==> src/rtl/aximm_cmd_scheduler.sv <==
// Round-robin scheduler sharing one AXI-MM leader among NUM_REQ requesters.
// One command in flight; completion observed on the leader's B/R taps.
module aximm_cmd_scheduler #(
   parameter int NUM_REQ     = 4,
   parameter int ADDRWIDTH   = 32,
   parameter int TIMEOUT_CYC = 1024
) (
   input  logic                         clk,
   input  logic                         rst_n,
   input  logic [NUM_REQ-1:0]           req_valid,
   output logic [NUM_REQ-1:0]           req_ready,
   input  logic [NUM_REQ-1:0]           req_wr,
   input  logic [NUM_REQ*ADDRWIDTH-1:0] req_addr,
   input  logic [NUM_REQ*8-1:0]         req_len,
   output logic                         axi_wr,
   output logic                         axi_rd,
   output logic [ADDRWIDTH-1:0]         axi_rw_addr,
   output logic [7:0]                   axi_rw_length,
   output logic [1:0]                   axi_rw_burst,
   output logic [2:0]                   axi_rw_size,
   input  logic                         obs_bvalid,
   input  logic                         obs_bready,
   input  logic [1:0]                   obs_bresp,
   input  logic                         obs_rvalid,
   input  logic                         obs_rready,
   input  logic                         obs_rlast,
   input  logic [1:0]                   obs_rresp,
   output logic                         cpl_valid,
   output logic [2:0]                   cpl_id,
   output logic [1:0]                   cpl_code,
   output logic                         busy
);

   localparam int TW = (TIMEOUT_CYC > 2) ? $clog2(TIMEOUT_CYC) : 1;
   localparam logic [TW-1:0] TMO_LAST = TW'(TIMEOUT_CYC - 1);
   localparam logic [1:0] CODE_OK   = 2'b00;
   localparam logic [1:0] CODE_RESP = 2'b01;
   localparam logic [1:0] CODE_LEN  = 2'b10;
   localparam logic [1:0] CODE_TMO  = 2'b11;

   typedef enum logic [2:0] {
      S_IDLE    = 3'd0,
      S_ISSUE   = 3'd1,
      S_WAIT_WR = 3'd2,
      S_WAIT_RD = 3'd3,
      S_CPL     = 3'd4
   } state_t;

   state_t                 state_q, state_d;
   logic [2:0]             rr_q, rr_d, gnt_q, gnt_d;
   logic                   wr_q, wr_d, err_q, err_d;
   logic [ADDRWIDTH-1:0]   addr_q, addr_d;
   logic [7:0]             len_q, len_d;
   logic [8:0]             beat_q, beat_d;
   logic [TW-1:0]          tmo_q, tmo_d;
   logic                   axi_wr_q, axi_wr_d, axi_rd_q, axi_rd_d;
   logic                   cpl_valid_q, cpl_valid_d, busy_q, busy_d;
   logic [2:0]             cpl_id_q, cpl_id_d;
   logic [1:0]             cpl_code_q, cpl_code_d;

   logic [ADDRWIDTH-1:0]   addr_arr_s [8];
   logic [7:0]             len_arr_s  [8];
   logic [7:0]             valid_ext_s, wr_ext_s, onehot_s;
   logic [3:0]             arb_sum_s;
   logic                   gnt_found_s, b_hs_s, r_hs_s;
   logic [2:0]             gnt_idx_s;

   // Unused slots beyond NUM_REQ are padded so a 3-bit index is always legal.
   for (genvar gi = 0; gi < 8; gi++) begin : g_unpack
      if (gi < NUM_REQ) begin : g_used
         assign addr_arr_s[gi] = req_addr[gi*ADDRWIDTH +: ADDRWIDTH];
         assign len_arr_s[gi]  = req_len[gi*8 +: 8];
      end else begin : g_pad
         assign addr_arr_s[gi] = '0;
         assign len_arr_s[gi]  = 8'd0;
      end
   end

   assign valid_ext_s = 8'(req_valid);
   assign wr_ext_s    = 8'(req_wr);
   assign b_hs_s      = obs_bvalid & obs_bready;
   assign r_hs_s      = obs_rvalid & obs_rready;

   // Round-robin search starting at rr_q and wrapping.
   always_comb begin
      gnt_found_s = 1'b0;
      gnt_idx_s   = 3'd0;
      arb_sum_s   = 4'd0;
      for (int k = 0; k < NUM_REQ; k++) begin
         arb_sum_s = {1'b0, rr_q} + 4'(k);
         if (arb_sum_s >= 4'(NUM_REQ)) begin
            arb_sum_s = arb_sum_s - 4'(NUM_REQ);
         end else begin
            arb_sum_s = arb_sum_s;
         end
         if (!gnt_found_s && valid_ext_s[arb_sum_s[2:0]]) begin
            gnt_found_s = 1'b1;
            gnt_idx_s   = arb_sum_s[2:0];
         end else begin
            gnt_found_s = gnt_found_s;
         end
      end
   end

   // State register and datapath registers.
   always_ff @(posedge clk or negedge rst_n) begin
      if (!rst_n) begin
         state_q     <= S_IDLE;
         rr_q        <= 3'd0;
         gnt_q       <= 3'd0;
         wr_q        <= 1'b0;
         err_q       <= 1'b0;
         addr_q      <= '0;
         len_q       <= 8'd0;
         beat_q      <= 9'd0;
         tmo_q       <= '0;
         axi_wr_q    <= 1'b0;
         axi_rd_q    <= 1'b0;
         cpl_valid_q <= 1'b0;
         busy_q      <= 1'b0;
         cpl_id_q    <= 3'd0;
         cpl_code_q  <= 2'b00;
      end else begin
         state_q     <= state_d;
         rr_q        <= rr_d;
         gnt_q       <= gnt_d;
         wr_q        <= wr_d;
         err_q       <= err_d;
         addr_q      <= addr_d;
         len_q       <= len_d;
         beat_q      <= beat_d;
         tmo_q       <= tmo_d;
         axi_wr_q    <= axi_wr_d;
         axi_rd_q    <= axi_rd_d;
         cpl_valid_q <= cpl_valid_d;
         busy_q      <= busy_d;
         cpl_id_q    <= cpl_id_d;
         cpl_code_q  <= cpl_code_d;
      end
   end

   // Next-state logic; completion wins over timeout in the same cycle.
   always_comb begin
      state_d    = state_q;
      rr_d       = rr_q;
      gnt_d      = gnt_q;
      wr_d       = wr_q;
      err_d      = err_q;
      addr_d     = addr_q;
      len_d      = len_q;
      beat_d     = beat_q;
      tmo_d      = tmo_q;
      cpl_id_d   = cpl_id_q;
      cpl_code_d = cpl_code_q;
      case (state_q)
         S_IDLE: begin
            if (gnt_found_s) begin
               gnt_d  = gnt_idx_s;
               wr_d   = wr_ext_s[gnt_idx_s];
               addr_d = addr_arr_s[gnt_idx_s];
               len_d  = len_arr_s[gnt_idx_s];
               if (len_arr_s[gnt_idx_s] == 8'd0) begin
                  state_d    = S_CPL;
                  cpl_id_d   = gnt_idx_s;
                  cpl_code_d = CODE_LEN;
               end else begin
                  state_d = S_ISSUE;
               end
            end else begin
               state_d = S_IDLE;
            end
         end
         S_ISSUE: begin
            tmo_d   = '0;
            beat_d  = 9'd0;
            err_d   = 1'b0;
            state_d = wr_q ? S_WAIT_WR : S_WAIT_RD;
         end
         S_WAIT_WR: begin
            if (b_hs_s) begin
               state_d    = S_CPL;
               cpl_id_d   = gnt_q;
               cpl_code_d = (obs_bresp != 2'b00) ? CODE_RESP : CODE_OK;
            end else if (tmo_q == TMO_LAST) begin
               state_d    = S_CPL;
               cpl_id_d   = gnt_q;
               cpl_code_d = CODE_TMO;
            end else begin
               tmo_d = tmo_q + TW'(1);
            end
         end
         S_WAIT_RD: begin
            if (r_hs_s) begin
               beat_d = beat_q + 9'd1;
               err_d  = err_q | (obs_rresp != 2'b00);
            end else begin
               beat_d = beat_q;
            end
            if (r_hs_s && obs_rlast) begin
               state_d  = S_CPL;
               cpl_id_d = gnt_q;
               if (err_q || (obs_rresp != 2'b00)) begin
                  cpl_code_d = CODE_RESP;
               end else if ((beat_q + 9'd1) != {1'b0, len_q}) begin
                  cpl_code_d = CODE_LEN;
               end else begin
                  cpl_code_d = CODE_OK;
               end
            end else if (tmo_q == TMO_LAST) begin
               state_d    = S_CPL;
               cpl_id_d   = gnt_q;
               cpl_code_d = CODE_TMO;
            end else begin
               tmo_d = tmo_q + TW'(1);
            end
         end
         S_CPL: begin
            rr_d    = (gnt_q == 3'(NUM_REQ - 1)) ? 3'd0 : gnt_q + 3'd1;
            state_d = S_IDLE;
         end
         default: begin
            state_d = S_IDLE;
         end
      endcase
   end

   // Output decode: combinational accept, next values of registered outputs.
   always_comb begin
      onehot_s = 8'd1 << gnt_idx_s;
      if (rst_n && (state_q == S_IDLE) && gnt_found_s) begin
         req_ready = onehot_s[NUM_REQ-1:0];
      end else begin
         req_ready = '0;
      end
      axi_wr_d    = (state_d == S_ISSUE) && wr_d;
      axi_rd_d    = (state_d == S_ISSUE) && !wr_d;
      cpl_valid_d = (state_d == S_CPL);
      busy_d      = (state_d != S_IDLE);
   end

   assign axi_wr        = axi_wr_q;
   assign axi_rd        = axi_rd_q;
   assign axi_rw_addr   = addr_q;
   assign axi_rw_length = len_q;
   assign axi_rw_burst  = 2'b01;
   assign axi_rw_size   = 3'd4;
   assign cpl_valid     = cpl_valid_q;
   assign cpl_id        = cpl_id_q;
   assign cpl_code      = cpl_code_q;
   assign busy          = busy_q;

endmodule

==> config.mk <==
export PLATFORM = sky130hd
export DESIGN_NAME = aximm_cmd_scheduler
export DESIGN_NICKNAME = d
export VERILOG_FILES = /design/src/rtl/aximm_cmd_scheduler.sv
export SDC_FILE = /design/constraint.sdc
export NUM_CORES = 1
export LEC_CHECK = 0
export ABC_AREA = 1
export BUFFER_PORTS_ARGS = -buffer_cell sky130_fd_sc_hd__buf_2
export CAP_MARGIN = 10
export CORE_ASPECT_RATIO = 1.75
export CORE_MARGIN = 2
export CORE_UTILIZATION = 40
export CTS_CLUSTER_SIZE = 24
export DETAILED_ROUTE_END_ITERATION = 8
export GPL_TIMING_DRIVEN = 0
export PLACE_DENSITY = 0.82
export SLEW_MARGIN = 20
export SYNTH_ARGS = -nofsm -noshare
export SYNTH_HDL_FRONTEND = slang
export SYNTH_SLANG_ARGS = --single-unit
==> constraint.sdc <==
create_clock -name clk -period 3 [get_ports clk]
set_clock_uncertainty 0.1 [all_clocks]
set_input_delay 0.9 -clock clk [delete_from_list [all_inputs] [get_ports clk]]
set_output_delay 0.9 -clock clk [all_outputs]
set_load 0.01 [all_outputs]
==> flow_metrics.py, run 1 <==
metrics = {
    "timing": {
        "setup_viol": 5,
        "period_minus_slack_ps": 3330,
        "fmax_mhz": 301,
        "relSlewSlack_pct": 56.5,
        "finalHoldViolCount": 0,
        "holdWs_ps": 367,
        "tightest_slew_ps": 653,
        "rsz0062_at_grt": "yes",
        "finalCritPeriodShare_pct": 111,
        "drv_slew": 0,
        "timing.final.ws_setup_ps": -326,
    },
    "synthesis": {
        "synth_seq_area_share_pct": 39.8,
        "syn_inst": 700,
        "ys.flop_type": "dfrtp_1",
        "yosys_warnings": 0,
        "syn_area_per_cell_um2": 7.10,
        "synth_edf_count": 0,
        "yosysUniqueCellTypes": 46,
        "async_flop_share_pct": 100,
        "yosys_register_bits": 79,
        "synth_area_um2": 4970,
    },
    "critical_path": {
        "crit_path_end_kind": "output pin",
        "crit_chain": "buf_2 > inv_2 > nand2_2 > nand3_2 > nand2_2 > inv_2 > nand4_1 > nand2_1 > nand2_2 > nand2_4 > buf_6 > inv_4 > nor3_4 > buf_2",
        "path_buf_inv": 6,
        "worst-r2r-cell-count": 20,
        "path_depth": 14,
        "cpPeakStageDelay_ps": 170,
        "crit_fanout": 3,
        "critPathKind": "primary input to output pin",
        "slowest_stage": "nor3_4",
        "cpMostUsedCell": "nand2_2",
        "arrival_ps": 2330,
        "critPathLaunchType": "primary input",
        "cpLargestDelayFamily": "simple AND/OR/NAND/NOR gates",
        "cp.required_ps": 2000,
    },
    "detailed_routing": {
        "drc": 0,
        "drt-initial-drc-count": 209,
        "via_per_inst": 5.13,
        "postRouteAntennaNets": 0,
        "firstDrtPassIters": 6,
        "routedWlPerCell_um": 15.5,
        "wl_mm": 17.6,
        "dr_total_vias": 5829,
    },
    "floorplanning": {
        "fp-row-count": 53,
        "start_util_pct": 41.2,
        "dieArea_um2": 13400,
        "fp.dieW_um": 88.2,
        "die_h_um": 151,
        "ios": 237,
        "core-area_um2": 12100,
    },
    "global_route": {
        "grt-ovfl-total": 0,
        "grt_pass1_wl_mm": 26.8,
        "grt_pass1_vias": 5626,
        "grt_max_degree": 56,
        "gr-usage-all-layers_pct": 26.4,
        "antenna_found_initial": 0,
    },
    "placed_design": {
        "dp_hpwl_mm": 13.5,
        "pre_cts_slack_ps": -582,
        "place_inst": 1100,
        "portBuffers": 231,
        "gp_congestion": 0.879,
    },
    "clock_tree": {
        "cts-buffers-inserted": 9,
        "clk_pin_slew_worst_paths_ps": 60,
        "clock_path_buffers": 2,
        "clock_latency_ps": 340,
        "clock-root-buffer": "clkbuf_16",
        "cts_tree": "done",
        "htreeDepth": 3,
        "cts.sinks": 79,
    },
    "power": {
        "ir_worst_vdd_uv": 773,
        "design_power_total_uw": 9540,
        "p_leak_uw": 0.00381,
        "powerDensity_nw_per_um2": 1330,
    },
    "final_layout": {
        "nFillCells": 1149,
        "area_growth_pct": 43.8,
        "diodes": 0,
        "finalNetCount": 1150,
        "drive_above_1_share_pct": 37.5,
        "seqCellArea_um2": 1980,
        "final_common_cell": "nand2_1",
        "post_layout_nonfiller_instances": 1136,
        "multiInputGateArea_um2": 2800,
        "final_cell_mix": "nand2_1 (263), buf_2 (236), dfrtp_1 (78)",
    },
    "min_path": {
        "hp-class": "primary input to async pin",
    },
    "job": {
        "cap_violations": 0,
    },
    "status": {
        "violations": "setup timing",
        "status": "complete, but fails checks",
    },
}
## final timing paths
check / startpoint / end / slack, ps
max in group asynchronous: rst_n / axi_rw_addr[1]$_DFFE_PN0P_ / 1830
setup / recovery: req_valid[3] / req_ready[0] / -330
hold reg to reg: axi_rw_addr[15]$_DFFE_PN0P_ / axi_rw_addr[15]$_DFFE_PN0P_ / 370
min in group clk: axi_rw_addr[15]$_DFFE_PN0P_ / axi_rw_addr[15]$_DFFE_PN0P_ / 370
hold / removal: rst_n / tmo_q[6]$_DFFE_PN0P_ / 370
setup reg to reg: rr_q[0]$_DFFE_PN0N_ / busy$_DFF_PN0_ / -10
## cell usage after synthesis (all sizes together), types with 2 or more instances
master | count | area [µm²]
o21ai | 25 | 129
o221ai | 2 | 17.5
a22o | 2 | 17.5
ha | 5 | 62.6
a221oi | 2 | 17.5
clkbuf | 14 | 52.6
conb | 2 | 7.51
a21oi | 9 | 48.8
o22ai | 7 | 43.8
nor3 | 11 | 55.1
xnor2 | 3 | 26.3
nor2 | 52 | 233
dfrtp | 79 | 1980
o21a | 2 | 15.0
buf | 20 | 141
xor2 | 6 | 52.6
nand2 | 286 | 1110
nand3 | 41 | 238
nand4 | 42 | 263
or2 | 2 | 15.0
inv | 57 | 214
a22oi | 15 | 113
a31oi | 7 | 43.8
## layer usage
| layer | up-vias | wire, µm | share of wire, % | track usage, % |
|---|---|---|---|---|
| met2 | 267 | 9660 | 55 | 48.8 |
| li1 | 2834 | - | - | - |
| met4 | 0 | 792 | 4.5 | 12.9 |
| met5 | - | 0 | 0 | 0 |
| met1 | 2663 | 6020 | 34 | 27.3 |
| met3 | 65 | 1140 | 6.5 | 5.72 |
## area by class of cell
type	count	share of cell area (%)
multi-input combinational	533	39.2
buffer	34	3.03
timing repair buffer	252	19.1
inverter	57	3.24
clock buffer	9	3.15
sequential	79	27.7
tap	165	2.89
clock inverter	7	1.68
## where the power goes
group          leakage, µW  internal, µW  switching [µW]
registers          0.00101          1490             265
logic              0.00263          2360            4140
clock network     0.000171           817             466
total              0.00381          4670            4870
## timing repair
action | in CTS | in global routing
pin swaps | 14 | 19
hold buffers | 0 | 0
gates resized for setup | 31 | 39
setup buffers | 16 | 4
setup endpoints to repair | 45 | 44
## through the flow
| step | instance area, µm² | utilization [%] | TNS [ps] |
|---|---|---|---|
| after floorplan | 5000 | - | 0 |
| after global placement | 6360 | 52.7 | -11720 |
| after detailed placement | 6390 | 52.9 | -9300 |
| after CTS | 6980 | 57.8 | -778 |
| after global routing | 7140 | 59.2 | -2310 |
| final | 7140 | 59.2 | -1150 |
## registers in the layout, indices dropped and copies added, names as in the netlist, 3 cells and up
signal,cells
axi_rw_addr,32
tmo_q,10
beat_q,9
axi_rw_length,8
cpl_id,3
gnt_q,3
rr_q,3
state_q,3
## cells by family after synthesis
kind of cell | count (synthesis) | share of synthesized area (%)
XOR/XNOR | 9 | 1.59
other | 2 | 0.151
AO/OA/AOI/OAI | 77 | 10.0
buffers and inverters | 91 | 8.21
flip-flops | 79 | 39.8
AND/OR/NAND/NOR | 437 | 39.0
adder cells (fa/ha/maj) | 5 | 1.26
Power figures use the tool's default switching activity.
==> inputs of run 2 (changes only) <==
--- a/config.mk
+++ b/config.mk
@@ -5,16 +5,17 @@
 export SDC_FILE = /design/constraint.sdc
 export NUM_CORES = 1
 export LEC_CHECK = 0
-export ABC_AREA = 1
 export BUFFER_PORTS_ARGS = -buffer_cell sky130_fd_sc_hd__buf_2
 export CAP_MARGIN = 10
+export CELL_PAD_IN_SITES_DETAIL_PLACEMENT = 1
+export CELL_PAD_IN_SITES_GLOBAL_PLACEMENT = 1
 export CORE_ASPECT_RATIO = 1.75
 export CORE_MARGIN = 2
-export CORE_UTILIZATION = 40
+export CORE_UTILIZATION = 30
 export CTS_CLUSTER_SIZE = 24
 export DETAILED_ROUTE_END_ITERATION = 8
 export GPL_TIMING_DRIVEN = 0
-export PLACE_DENSITY = 0.82
+export PLACE_DENSITY = 0.87
 export SLEW_MARGIN = 20
 export SYNTH_ARGS = -nofsm -noshare
 export SYNTH_HDL_FRONTEND = slang
==> run 2 against run 1 <==
The flow still finishes with violations (setup timing). Cell area grew 13%. Synthesized cell count grew 1.4%. Sequential cell count is the same. Clock power is essentially flat. Combinational power grew 20%. Wire length grew 33%. Non-clock buffer count grew 39. Via count grew 8.9%. Synthesized area grew 6.0%. Critical path type unchanged. First-iteration DRC count shrank 7.2%.
==> flow_metrics.py, run 2 <==
metrics = {
    "status": {
        "status": "complete, but fails checks",
        "violations": "setup timing",
    },
    "critical_path": {
        "cp.required_ps": 2000,
        "critPathLaunchType": "primary input",
        "crit_chain": "buf_8 > buf_6 > mux4_2 > a21oi_4 > and3_4 > a21o_4 > clkbuf_16 > clkbuf_16 > nand3_4 > nor2_2 > buf_2",
        "crit_fanout": 5,
        "worst_r2r_endpoint": "cpl_id[1]$_DFFE_PN0P_",
        "arrival_ps": 2830,
        "cpPeakStageDelay_ps": 520,
        "crit_path_end_kind": "output pin",
        "rr_startpoint": "rr_q[1]$_DFFE_PN0N_",
        "cp-endpoint": "req_ready[1]",
        "worstSetupStartpoint": "req_valid[3]",
        "cpMostUsedCell": "clkbuf_16",
        "slowest_stage": "mux4_2",
        "critPathKind": "primary input to output pin",
        "worst-r2r-cell-count": 15,
        "rrSetupSlack_ps": -730,
    },
    "synthesis": {
        "synthDominantCellAreaShare_pct": 37.5,
        "yosys_register_bits": 79,
        "yosysUniqueCellTypes": 57,
        "synth_edf_count": 0,
        "yosys_warnings": 0,
        "yosys.area.top_type": "dfrtp_1",
        "synth_seq_area_share_pct": 37.5,
        "synth_common_cells": "nand2_1 (263), o21ai_0 (90), dfrtp_1 (79)",
        "ys.flop_type": "dfrtp_1",
        "syn_area_per_cell_um2": 7.42,
        "async_flop_share_pct": 100,
        "syn_inst": 710,
        "synth_area_um2": 5270,
        "synth_area_leaders": "dfrtp_1 (38%), nand2_1 (19%), o21ai_0 (8.6%), nand3_1 (3.8%), mux4_2 (2.6%)",
        "synth_most_common_cell": "nand2_1",
    },
    "floorplanning": {
        "start_util_pct": 30.3,
        "fp-row-count": 64,
        "die_h_um": 179,
        "ios": 237,
        "fp.dieW_um": 104,
        "dieArea_um2": 18700,
        "core-area_um2": 17400,
    },
    "final_layout": {
        "utilization_pct": 46.6,
        "area_growth_pct": 53.8,
        "largest_reg_flops": 32,
        "finalNetCount": 1185,
        "post_layout_nonfiller_instances": 1240,
        "drive_above_1_share_pct": 38.5,
        "final_common_cell": "nand2_1",
        "final_cell_mix": "nand2_1 (258), buf_2 (226), dfrtp_1 (79)",
    },
    "global_route": {
        "antenna_found_initial": 1,
        "grt-ovfl-total": 0,
        "grt_max_degree": 45,
        "grt_pass1_wl_mm": 33.7,
        "gr-usage-all-layers_pct": 23.2,
        "grt_pass1_vias": 6503,
    },
    "detailed_routing": {
        "dr_total_vias": 6345,
        "drc": 0,
        "firstDrtPassIters": 4,
        "routedWlPerCell_um": 18.9,
        "drt-initial-drc-count": 194,
        "wl_mm": 23.5,
        "postRouteAntennaNets": 0,
        "via_per_inst": 5.12,
    },
    "timing": {
        "rsz0062_at_grt": "yes",
        "setup_tns_ps": -28450,
        "setup_viol": 55,
        "relSlewSlack_pct": 47.5,
        "tightest_slew_ps": 785,
        "drv_slew": 0,
        "finalHoldViolCount": 0,
        "period_minus_slack_ps": 3830,
        "finalCritPeriodShare_pct": 128,
        "timing.final.ws_setup_ps": -826,
        "fmax_mhz": 261,
    },
    "power": {
        "ir_worst_vdd_uv": 843,
        "design_power_total_uw": 10900,
        "p_leak_uw": 0.00414,
        "powerDensity_nw_per_um2": 1340,
    },
    "clock_tree": {
        "clock_latency_ps": 340,
        "cts.sinks": 79,
        "cts-buffers-inserted": 9,
        "clk_pin_slew_worst_paths_ps": 60,
        "clock-root-buffer": "clkbuf_16",
        "cts_tree": "done",
        "clock_path_buffers": 2,
        "htreeDepth": 3,
        "cts_hold_buf": 0,
    },
    "placed_design": {
        "place_inst": 1176,
        "dp_hpwl_mm": 17.4,
        "gp_congestion": 0.847,
        "portBuffers": 231,
    },
    "job": {
        "cap_violations": 0,
    },
    "min_path": {
        "hp-class": "register to register",
    },
}
run 2: layer usage:
layer	global-route usage, %	wire (µm)
met3	4.73	1170
met5	0	0
met1	23.7	8300
met2	44.6	13000
met4	11.4	992
run 2: logic make-up (layout without fill, tap and decap cells):
| group | count (synthesis) | in the layout | synth area share [%] |
|---|---|---|---|
| xor gates and xnor gates | 20 | 20 | 3.33 |
| AOI/OAI and AO/OA | 145 | 145 | 17.1 |
| DFF | 79 | 79 | 37.5 |
| adders and majority gates | 5 | 5 | 1.19 |
| buffers and inverters | 61 | 354 | 5.06 |
| and+or+nand+nor | 383 | 383 | 31.3 |
| muxes | 15 | 15 | 4.39 |
| other | 2 | 8 | 0.143 |
run 2: cell type report:
cell class | instances | area (µm²)
clock inverters | 7 | 120
repair buffers | 281 | 1730
flip-flops and latches | 79 | 1980
diodes | 3 | 7.51
fillers | 2217 | 9280
inverters | 13 | 51.3
multi-input cells | 573 | 3280
well taps | 231 | 289
plain buffers | 44 | 424
clock buffers | 9 | 225
run 2: power breakdown:
group	leakage (µW)	switching, µW	internal [µW]	total, µW
clock network	0.000166	475	816	1290
logic	0.00296	4380	3450	7830
registers	0.00101	287	1490	1780
total	0.00414	5140	5750	10900
run 2: repair_timing:
item | in CTS | in global routing
pin swaps | 10 | 28
setup buffers | 21 | 25
gates resized for setup | 37 | 153
endpoints found under the setup margin | 59 | 63
cloned | 0 | 4
run 2: critical path: cells and delay by family:
kind                   cells  cell delay, ps
buffers and inverters      5             600
AOI/OAI and AO/OA          2             350
muxes                      1             520
and+or+nand+nor            3             440
run 2: how the worst min path moves through the flow:
stage | to | slack [ps] | cells past startpoint | start
after floorplan | gnt_q[1]$_DFFE_PN0P_ | 370 | 2 | gnt_q[1]$_DFFE_PN0P_
after global placement | axi_rw_addr[11]$_DFFE_PN0P_ | 360 | 2 | axi_rw_addr[11]$_DFFE_PN0P_
after detailed placement | axi_rw_addr[5]$_DFFE_PN0P_ | 370 | 2 | axi_rw_addr[5]$_DFFE_PN0P_
after CTS | axi_rw_addr[5]$_DFFE_PN0P_ | 380 | 2 | axi_rw_addr[5]$_DFFE_PN0P_
after global routing | axi_rw_addr[14]$_DFFE_PN0P_ | 410 | 2 | axi_rw_addr[14]$_DFFE_PN0P_
final | axi_rw_addr[23]$_DFFE_PN0P_ | 380 | 2 | axi_rw_addr[23]$_DFFE_PN0P_
run 2: stage by stage:
stage	setup WS, ps	hold slack (ps)	cell area, µm²
3_5_place_dp	-1240	365	6890
2_1_floorplan	-610	372	5420
6_report	-826	380	8100
5_1_grt	-929	409	8090
4_1_cts	-841	379	7530
3_3_place_gp	-1230	356	6860
